==> src/rtl/sarray_bottom_deskew_regs.sv <==
`default_nettype none
// +--------------------------------------------------------------------------+
// | Module      : sarray_bottom_deskew_regs                                  |
// | Description : Output de-skew for the systolic array bottom edge; column  |
// |               i is delayed COLS-1-i cycles, aligned rows go to a FWFT    |
// |               FIFO. Optional count check: SARRAY_DESKEW_CNT_CHECK_EN.    |
// | Revision    : 1.0                                                        |
// +--------------------------------------------------------------------------+
module sarray_bottom_deskew_regs #(
    parameter int COLS       = 4,
    parameter int DATA_W     = 32,
    parameter int CNT_W      = 8,
    parameter int FIFO_DEPTH = 4
) (
    input  logic                          clk,
    input  logic                          rst,
    input  logic [COLS-1:0]               col_valid_i,
    input  logic [COLS*CNT_W-1:0]         col_cnt_i,
    input  logic [COLS*DATA_W-1:0]        col_data_i,
    output logic                          out_valid_o,
    input  logic                          out_ready_i,
    output logic [CNT_W-1:0]              out_cnt_o,
    output logic [COLS*DATA_W-1:0]        out_data_o,
    output logic [$clog2(FIFO_DEPTH):0]   level_o,
    output logic                          busy_o,
    output logic                          skew_err_o,
    output logic                          ovf_err_o,
    output logic                          cnt_err_o
);

    localparam int c_addr_w = $clog2(FIFO_DEPTH);
    localparam int c_lvl_w  = c_addr_w + 1;
`ifdef SARRAY_DESKEW_CNT_CHECK_EN
    localparam int c_cnt_cols = COLS;
`else
    localparam int c_cnt_cols = 1;
`endif
    localparam logic [c_lvl_w-1:0] c_depth = c_lvl_w'(FIFO_DEPTH);

    logic [COLS-1:0]             w_dly_valid;
    logic [COLS*DATA_W-1:0]      w_dly_data;
    logic [c_cnt_cols*CNT_W-1:0] w_dly_cnt;
    logic [COLS-1:0]             w_chain_busy;

    logic [COLS-1:0]             r_al_valid;
    logic [COLS*DATA_W-1:0]      r_al_data;
    logic [c_cnt_cols*CNT_W-1:0] r_al_cnt;

    logic [COLS*DATA_W-1:0]      r_mem_data [FIFO_DEPTH];
    logic [CNT_W-1:0]            r_mem_cnt  [FIFO_DEPTH];
    logic [c_addr_w-1:0]         r_wr_ptr;
    logic [c_addr_w-1:0]         r_rd_ptr;
    logic [c_lvl_w-1:0]          r_level;
    logic                        r_skew_err;
    logic                        r_ovf_err;

    logic w_all;
    logic w_mixed;
    logic w_cnt_ok;
    logic w_cand;
    logic w_pop;
    logic w_room;
    logic w_push;

    for (genvar i = 0; i < COLS; i++) begin : g_col
        localparam int c_stages = COLS - 1 - i;

        if (c_stages > 0) begin : g_dly
            logic [c_stages-1:0] r_v;
            logic [DATA_W-1:0]   r_d [c_stages];

            always_ff @(posedge clk) begin
                if (rst) begin
                    r_v <= '0;
                end else begin
                    r_v[0] <= col_valid_i[i];
                    for (int k = 1; k < c_stages; k++) begin
                        r_v[k] <= r_v[k-1];
                    end
                end
            end

            always_ff @(posedge clk) begin
                r_d[0] <= col_data_i[i*DATA_W +: DATA_W];
                for (int k = 1; k < c_stages; k++) begin
                    r_d[k] <= r_d[k-1];
                end
            end

            assign w_dly_valid[i]                   = r_v[c_stages-1];
            assign w_dly_data[i*DATA_W +: DATA_W]   = r_d[c_stages-1];
            assign w_chain_busy[i]                  = |r_v;
        end else begin : g_nodly
            assign w_dly_valid[i]                   = col_valid_i[i];
            assign w_dly_data[i*DATA_W +: DATA_W]   = col_data_i[i*DATA_W +: DATA_W];
            assign w_chain_busy[i]                  = 1'b0;
        end

        // Counts ride the same delay as data, but only for columns that are compared.
        if (i < c_cnt_cols) begin : g_cnt
            if (c_stages > 0) begin : g_cdly
                logic [CNT_W-1:0] r_c [c_stages];

                always_ff @(posedge clk) begin
                    r_c[0] <= col_cnt_i[i*CNT_W +: CNT_W];
                    for (int k = 1; k < c_stages; k++) begin
                        r_c[k] <= r_c[k-1];
                    end
                end

                assign w_dly_cnt[i*CNT_W +: CNT_W] = r_c[c_stages-1];
            end else begin : g_cnodly
                assign w_dly_cnt[i*CNT_W +: CNT_W] = col_cnt_i[i*CNT_W +: CNT_W];
            end
        end
    end

    always_ff @(posedge clk) begin
        if (rst) begin
            r_al_valid <= '0;
        end else begin
            r_al_valid <= w_dly_valid;
        end
    end

    always_ff @(posedge clk) begin
        r_al_data <= w_dly_data;
        r_al_cnt  <= w_dly_cnt;
    end

    assign w_all   = &r_al_valid;
    assign w_mixed = (|r_al_valid) & ~w_all;

`ifdef SARRAY_DESKEW_CNT_CHECK_EN
    logic r_cnt_err;

    always_comb begin
        w_cnt_ok = 1'b1;
        for (int i = 1; i < c_cnt_cols; i++) begin
            if (r_al_cnt[i*CNT_W +: CNT_W] != r_al_cnt[CNT_W-1:0]) begin
                w_cnt_ok = 1'b0;
            end
        end
    end

    always_ff @(posedge clk) begin
        if (rst) begin
            r_cnt_err <= 1'b0;
        end else if (w_all & ~w_cnt_ok) begin
            r_cnt_err <= 1'b1;
        end
    end

    assign cnt_err_o = r_cnt_err;
`else
    logic w_unused_cnt;

    assign w_unused_cnt = ^col_cnt_i[COLS*CNT_W-1:CNT_W];
    assign w_cnt_ok     = 1'b1;
    assign cnt_err_o    = 1'b0;
`endif

    // A full FIFO still accepts a row when the head leaves in the same cycle.
    assign w_cand = w_all & w_cnt_ok;
    assign w_pop  = out_valid_o & out_ready_i;
    assign w_room = (r_level != c_depth) | w_pop;
    assign w_push = w_cand & w_room;

    always_ff @(posedge clk) begin
        if (w_push) begin
            r_mem_data[r_wr_ptr] <= r_al_data;
            r_mem_cnt[r_wr_ptr]  <= r_al_cnt[CNT_W-1:0];
        end
    end

    always_ff @(posedge clk) begin
        if (rst) begin
            r_wr_ptr   <= '0;
            r_rd_ptr   <= '0;
            r_level    <= '0;
            r_skew_err <= 1'b0;
            r_ovf_err  <= 1'b0;
        end else begin
            if (w_push) begin
                r_wr_ptr <= r_wr_ptr + 1'b1;
            end
            if (w_pop) begin
                r_rd_ptr <= r_rd_ptr + 1'b1;
            end
            case ({w_push, w_pop})
                2'b10:   r_level <= r_level + 1'b1;
                2'b01:   r_level <= r_level - 1'b1;
                default: r_level <= r_level;
            endcase
            if (w_mixed) begin
                r_skew_err <= 1'b1;
            end
            if (w_cand & ~w_room) begin
                r_ovf_err <= 1'b1;
            end
        end
    end

    assign out_valid_o = (r_level != '0);
    assign out_data_o  = r_mem_data[r_rd_ptr];
    assign out_cnt_o   = r_mem_cnt[r_rd_ptr];
    assign level_o     = r_level;
    assign busy_o      = (|w_chain_busy) | (|r_al_valid) | out_valid_o;
    assign skew_err_o  = r_skew_err;
    assign ovf_err_o   = r_ovf_err;

endmodule
`default_nettype wire
==> config.mk <==
export PLATFORM = sky130hd
export DESIGN_NAME = sarray_bottom_deskew_regs
export DESIGN_NICKNAME = d
export VERILOG_FILES = /design/src/rtl/sarray_bottom_deskew_regs.sv
export SDC_FILE = /design/constraint.sdc
export NUM_CORES = 1
export LEC_CHECK = 0
export ABC_AREA = 1
export BUFFER_PORTS_ARGS = -buffer_cell sky130_fd_sc_hd__buf_2
export CORE_UTILIZATION = 25
export CTS_BUF_LIST = sky130_fd_sc_hd__clkbuf_4 sky130_fd_sc_hd__clkbuf_8 sky130_fd_sc_hd__clkbuf_16
export DETAILED_ROUTE_END_ITERATION = 8
export GPL_ROUTABILITY_DRIVEN = 0
export PLACE_DENSITY = 0.47
export SYNTH_ARGS = -nofsm -noshare
export SYNTH_HDL_FRONTEND = slang
export SYNTH_SLANG_ARGS = --single-unit
==> constraint.sdc <==
create_clock -name clk -period 7.67 [get_ports clk]
set_input_delay 0.3835 -clock clk [delete_from_list [all_inputs] [get_ports clk]]
set_output_delay 0.3835 -clock clk [all_outputs]
set_load 0.05 [all_outputs]
### Word-level counts from Yosys, hierarchy flattened

Memories as Yosys holds them, arrays and structs flattened. A register that Yosys moved wholly into a read port is not among the register bits.
Index checks and enable logic that the tools add are counted.

* RAM bits: 760
* output and inout port bits: 144
* flip-flop bits (word level): 147
* word-level logic and storage cells: 44
* memories kept: 6

* reduce and logical (&&, ||, !) cells: 5
* muxes and demuxes: 7
* bitwise operators: 9
* eq/ne operators: 3
* add/sub/neg operators: 4

Memory list
* r_mem_data: words 4, width 128, rd ports 1, clocked after Yosys merged registers in 1, write ports 1, RTL line 49 `logic [COLS*DATA_W-1:0] r_mem_data [FIFO_DEPTH];`
* g_col[0].g_dly.r_d: words 3, width 32, rd ports 3, clocked after Yosys merged registers in 1, write ports 3, RTL line 70 `logic [DATA_W-1:0] r_d [c_stages];`
* g_col[1].g_dly.r_d: words 2, width 32, rd ports 2, clocked after Yosys merged registers in 1, write ports 2, RTL line 70
* g_col[2].g_dly.r_d: words 1, width 32, rd ports 1, clocked after Yosys merged registers in 1, write ports 1, RTL line 70
* r_mem_cnt: words 4, width 8, rd ports 1, clocked after Yosys merged registers in 1, write ports 1, RTL line 50 `logic [CNT_W-1:0] r_mem_cnt [FIFO_DEPTH];`
* g_col[0].g_cnt.g_cdly.r_c: words 3, width 8, rd ports 3, clocked after Yosys merged registers in 1, write ports 3, RTL line 102 `logic [CNT_W-1:0] r_c [c_stages];`

Operators with widths (number)
* 2-bit two-way mux: 4
* 3-bit one-hot mux with 2 select lines: 1
* 6-bit OR reduction: 1
* 2-bit by 1-bit adder with 2-bit output, second input constant: 2
* 1-bit bitwise AND: 4
* 4-bit AND reduction: 1
* 4-bit OR reduction: 1
* 3-bit by 1-bit adder with 3-bit output, second input constant: 1
* 3-bit inequality test, second input constant: 1
* 1-bit bitwise OR: 3
* 3-bit nonzero test: 1
* 3-bit by 1-bit subtractor with 3-bit output, second input constant: 1
* 2-bit by 1-bit == test with 1-bit output, second input constant: 1
* 2-bit == test, second input constant: 1
* 1-bit two-way mux: 2
* 1-bit inverter: 2
* 2-bit nonzero test: 1

### Longest topological paths before layout

* word-level depth: 6
* depth in mapped cells: 11
* depth with buffers taken out: 11

### Worst setup path before layout

No wires, ideal clock.

* path type: flip-flop to flip-flop
* start: reg r_level[0] (netlist: level_o[0])
* end: mem r_mem_cnt[0][0] (enable)
* arrival time: 6.670 ns
* data required time: 7.037 ns
* path slack: 0.367 ns
* cell stages (with the launch flop): 5
* library setup time: 0.633 ns
* path through: dfxtp_1 -> nor2_2 -> nand2_1 -> nand2_2 -> nor2_1

* cells in the longest elaborated chain, start to end: 6
* elaborated cells on any way between the ends: 7
* classes of those cells: 1 x eq/ne; 2 x mux; 3 x bitwise; 1 x reduce/logical

Ends and longest elaborated chain
* start, declared: RTL line 53 `logic [c_lvl_w-1:0] r_level;`
* start signal, assigned: RTL line 191 `2'b10: r_level <= r_level + 1'b1;`
* start signal, assigned: RTL line 192 `2'b01: r_level <= r_level - 1'b1;`
* start signal, assigned: RTL line 193 `default: r_level <= r_level;`
* 3-bit nonzero test: RTL line 204 `assign out_valid_o = (r_level != '0);`
* 1-bit bitwise AND: RTL line 165 `assign w_pop = out_valid_o & out_ready_i;`
* 1-bit bitwise OR *: RTL line 166 `assign w_room = (r_level != c_depth) | w_pop;`
* 1-bit bitwise AND *: RTL line 167 `assign w_push = w_cand & w_room;`
* 1-bit two-way mux *: RTL line 170 `if (w_push) begin`
* 1-bit two-way mux (implied by the code) *: RTL line 172 `r_mem_cnt[r_wr_ptr] <= r_al_cnt[CNT_W-1:0];`
* end, declared: RTL line 50

Every way passes the cells marked *; elsewhere a longest branch is shown, timed or not.

==> results_dict.tcl <==
set metrics [dict create \
    peakVddDrop_uv 207 \
    wl_per_cell_um 16.7 \
    slew_headroom 0.271 \
    ys_ff_latch 917 \
    finClkSkew_ps 24.3 \
    register_area_um2 23800 \
    start_kind "register" \
    synthToLayoutAreaGrowth_pct 28.6 \
    total_power_mw 13.2 \
    synth_nets 1951 \
    dieArea_um2 113000 \
    yosysSeqAreaShare 0.852 \
    ys_warn_count 0 \
    postCtsSetupRepairBufs 0 \
    setup-tns-final_ps 0 \
    drt_wl_total_mm 63.7 \
    via_count 15600 \
    multi_input_area_um2 3610 \
    drive_above_1_share 0.216 \
    nFillCells 10800 \
    grt_pass1_vias 16000 \
    final_common_cell "edfxtp_1" \
    clkSlewWorstSetupHoldPaths_ps 60 \
    grt_overflow_total 0 \
    crit_required_ps 7290 \
    grt.total_usage 0.110 \
    ant_nets 0 \
    routed_via_density 4.08 \
    cts-resized-gates 0 \
    cts_tree "built" \
    tightestPinTransition_ps 1090 \
    min_period_over_period 0.550 \
    fmax_ghz 0.237 \
    stdcell_count 3814 \
    grt_first_pass_wirelength_mm 94.0 \
    portBuffers 285 \
    fin_nets 2411 \
    critPathKind "register to output pin" \
    synth_cell_types 24 \
    ios 311 \
    cp_max_fo 85 \
    die_w_um 336 \
    start_util 0.252 \
    power_density_nw_per_um2 369 \
    synthesis.area_um2 27900 \
    final_cell_mix "edfxtp_1, dfxtp_1, nor2_1, buf_2, o21ai_0" \
    drc_errors 0 \
    grt_max_degree 142 \
    hold_buffers 144 \
    cts.path.max_buffers 3 \
    power.leakage_nw 13.0 \
    crit_arrival_ps 3830 \
    clock_sinks 917 \
    hpwlAfterDp_mm 33.2 \
    rows 122 \
    max-cap-violations 0 \
    hold_class "primary input to register" \
    rsz0062_at_grt "false" \
    placed_cells 3481 \
    drt-pass1-iter-count 5 \
    dr.first_iter.drc_count 708 \
    status "finished, final reports clean" \
    fp.dieH_um 336 \
    hold_violations 0 \
    cts_buffers 100 \
    crit_path_end_kind "output pin" \
    maxSlewViolCount 0 \
    cts_root_buf "clkbuf_16" \
    h-tree-depth 3 \
    period_minus_slack_ps 4220 \
    synth_cells 1779 \
    antenna_found_initial 6 \
    final-setup-viol-count 0 \
    clkLatencyLatePin_ps 670 \
    syn_area_per_cell_um2 15.7 \
    coreArea_um2 111000 \
]
[power by group]
part	switching, mW	internal, mW	total, mW
logic	2.28	0.599	2.88
registers	0.0942	5.33	5.42
clock network	1.96	2.98	4.94
[worst paths after layout]
check                                    start                           to  slack (ps)  depth (start not counted)
max reg2reg           r_al_valid[1]$_SDFF_PP0_  r_mem_data[2][39]$_DFFE_PP_        4510                          6
min reg2reg  g_col[1].g_dly.r_d[1][27]$_DFF_P_        r_al_data[59]$_DFF_P_         310                          0
min                                out_ready_i                     register         130                          4
max                                   register               out_data_o[35]        3450                          5
[final cells by class]
cell class | count | area share
clock inverter | 50 | 0.0158
sequential | 917 | 0.663
inverter | 24 | 0.00279
antenna | 1 | 0.0000697
tap | 1488 | 0.0518
timing repair buffer | 449 | 0.0840
multi-input combinational | 747 | 0.101
clock buffer | 138 | 0.0820
[critical path, cell delays in order, from the launching register on]
cell,delay [ps]
dfxtp_4,620
buf_4,780
buf_4,810
o21ai_0,200
o22ai_1,320
buf_2,330
[synthesized netlist by cell type]
library cell | count | share of area
a21oi_1 | 8 | 0.0014
a31oi_1 | 1 | 0.00022
buf_2 | 18 | 0.0032
buf_4 | 3 | 0.00081
buf_6 | 11 | 0.0044
clkbuf_1 | 59 | 0.0079
conb_1 | 1 | 0.00013
dfxtp_1 | 373 | 0.27
edfxtp_1 | 544 | 0.58
fa_1 | 1 | 0.00072
ha_1 | 4 | 0.0018
inv_1 | 21 | 0.0028
inv_2 | 3 | 0.00040
nand2_1 | 13 | 0.0017
nand2_2 | 2 | 0.00045
nand3_1 | 3 | 0.00054
nand4_1 | 4 | 0.00090
nor2_1 | 295 | 0.040
nor2_2 | 2 | 0.00045
nor4_1 | 1 | 0.00022
o21ai_0 | 268 | 0.048
o21ai_1 | 7 | 0.0013
o22ai_1 | 136 | 0.030
xor2_1 | 1 | 0.00031
[per-layer routing]
metal / GRT usage / up-vias / routed length [um]
li1: - / 7394 / -
met1: 0.129 / 7727 / 26900
met2: 0.191 / 320 / 31600
met3: 0.0303 / 105 / 3670
met4: 0.0413 / 6 / 1490
met5: 0 / - / 33
[flip-flops by register name (all words and copies together) (netlist names), named ones only]
| name | cells |
|---|---|
| level_o | 3 |
| g_col.g_dly.r_d | 192 |
| r_rd_ptr | 2 |
| r_al_cnt | 8 |
| skew_err_o | 1 |
| r_al_valid | 4 |
| r_wr_ptr | 2 |
| r_mem_cnt | 32 |
| r_mem_data | 512 |
| r_al_data | 128 |
| g_col.g_dly.r_v | 6 |
| ovf_err_o | 1 |
| g_col.g_cnt.g_cdly.r_c | 24 |
[metrics by stage]
| step | hold slack [ps] | worst slack [ps] | area, um^2 | utilization |
|---|---|---|---|---|
| 2_1_floorplan | 310 | 367 | 27900 | - |
| 3_3_place_gp | 311 | 4090 | 31000 | 0.280 |
| 3_5_place_dp | 312 | 4040 | 31000 | 0.280 |
| 4_1_cts | 58.2 | 3290 | 35900 | 0.325 |
| 5_1_grt | 119 | 3090 | 35900 | 0.325 |
| 6_report | 135 | 3450 | 35900 | 0.325 |
[logic make-up after synthesis]
kind of cell | share of synthesized area
DFF | 0.852
AOI/OAI and AO/OA | 0.0814
and+or+nand+nor | 0.0439
buffers and inverters | 0.0196
adders and majority gates | 0.00251
xor gates and xnor gates | 0.000314
other | 0.000134
No activity file was read; power rests on OpenSTA's default activity.
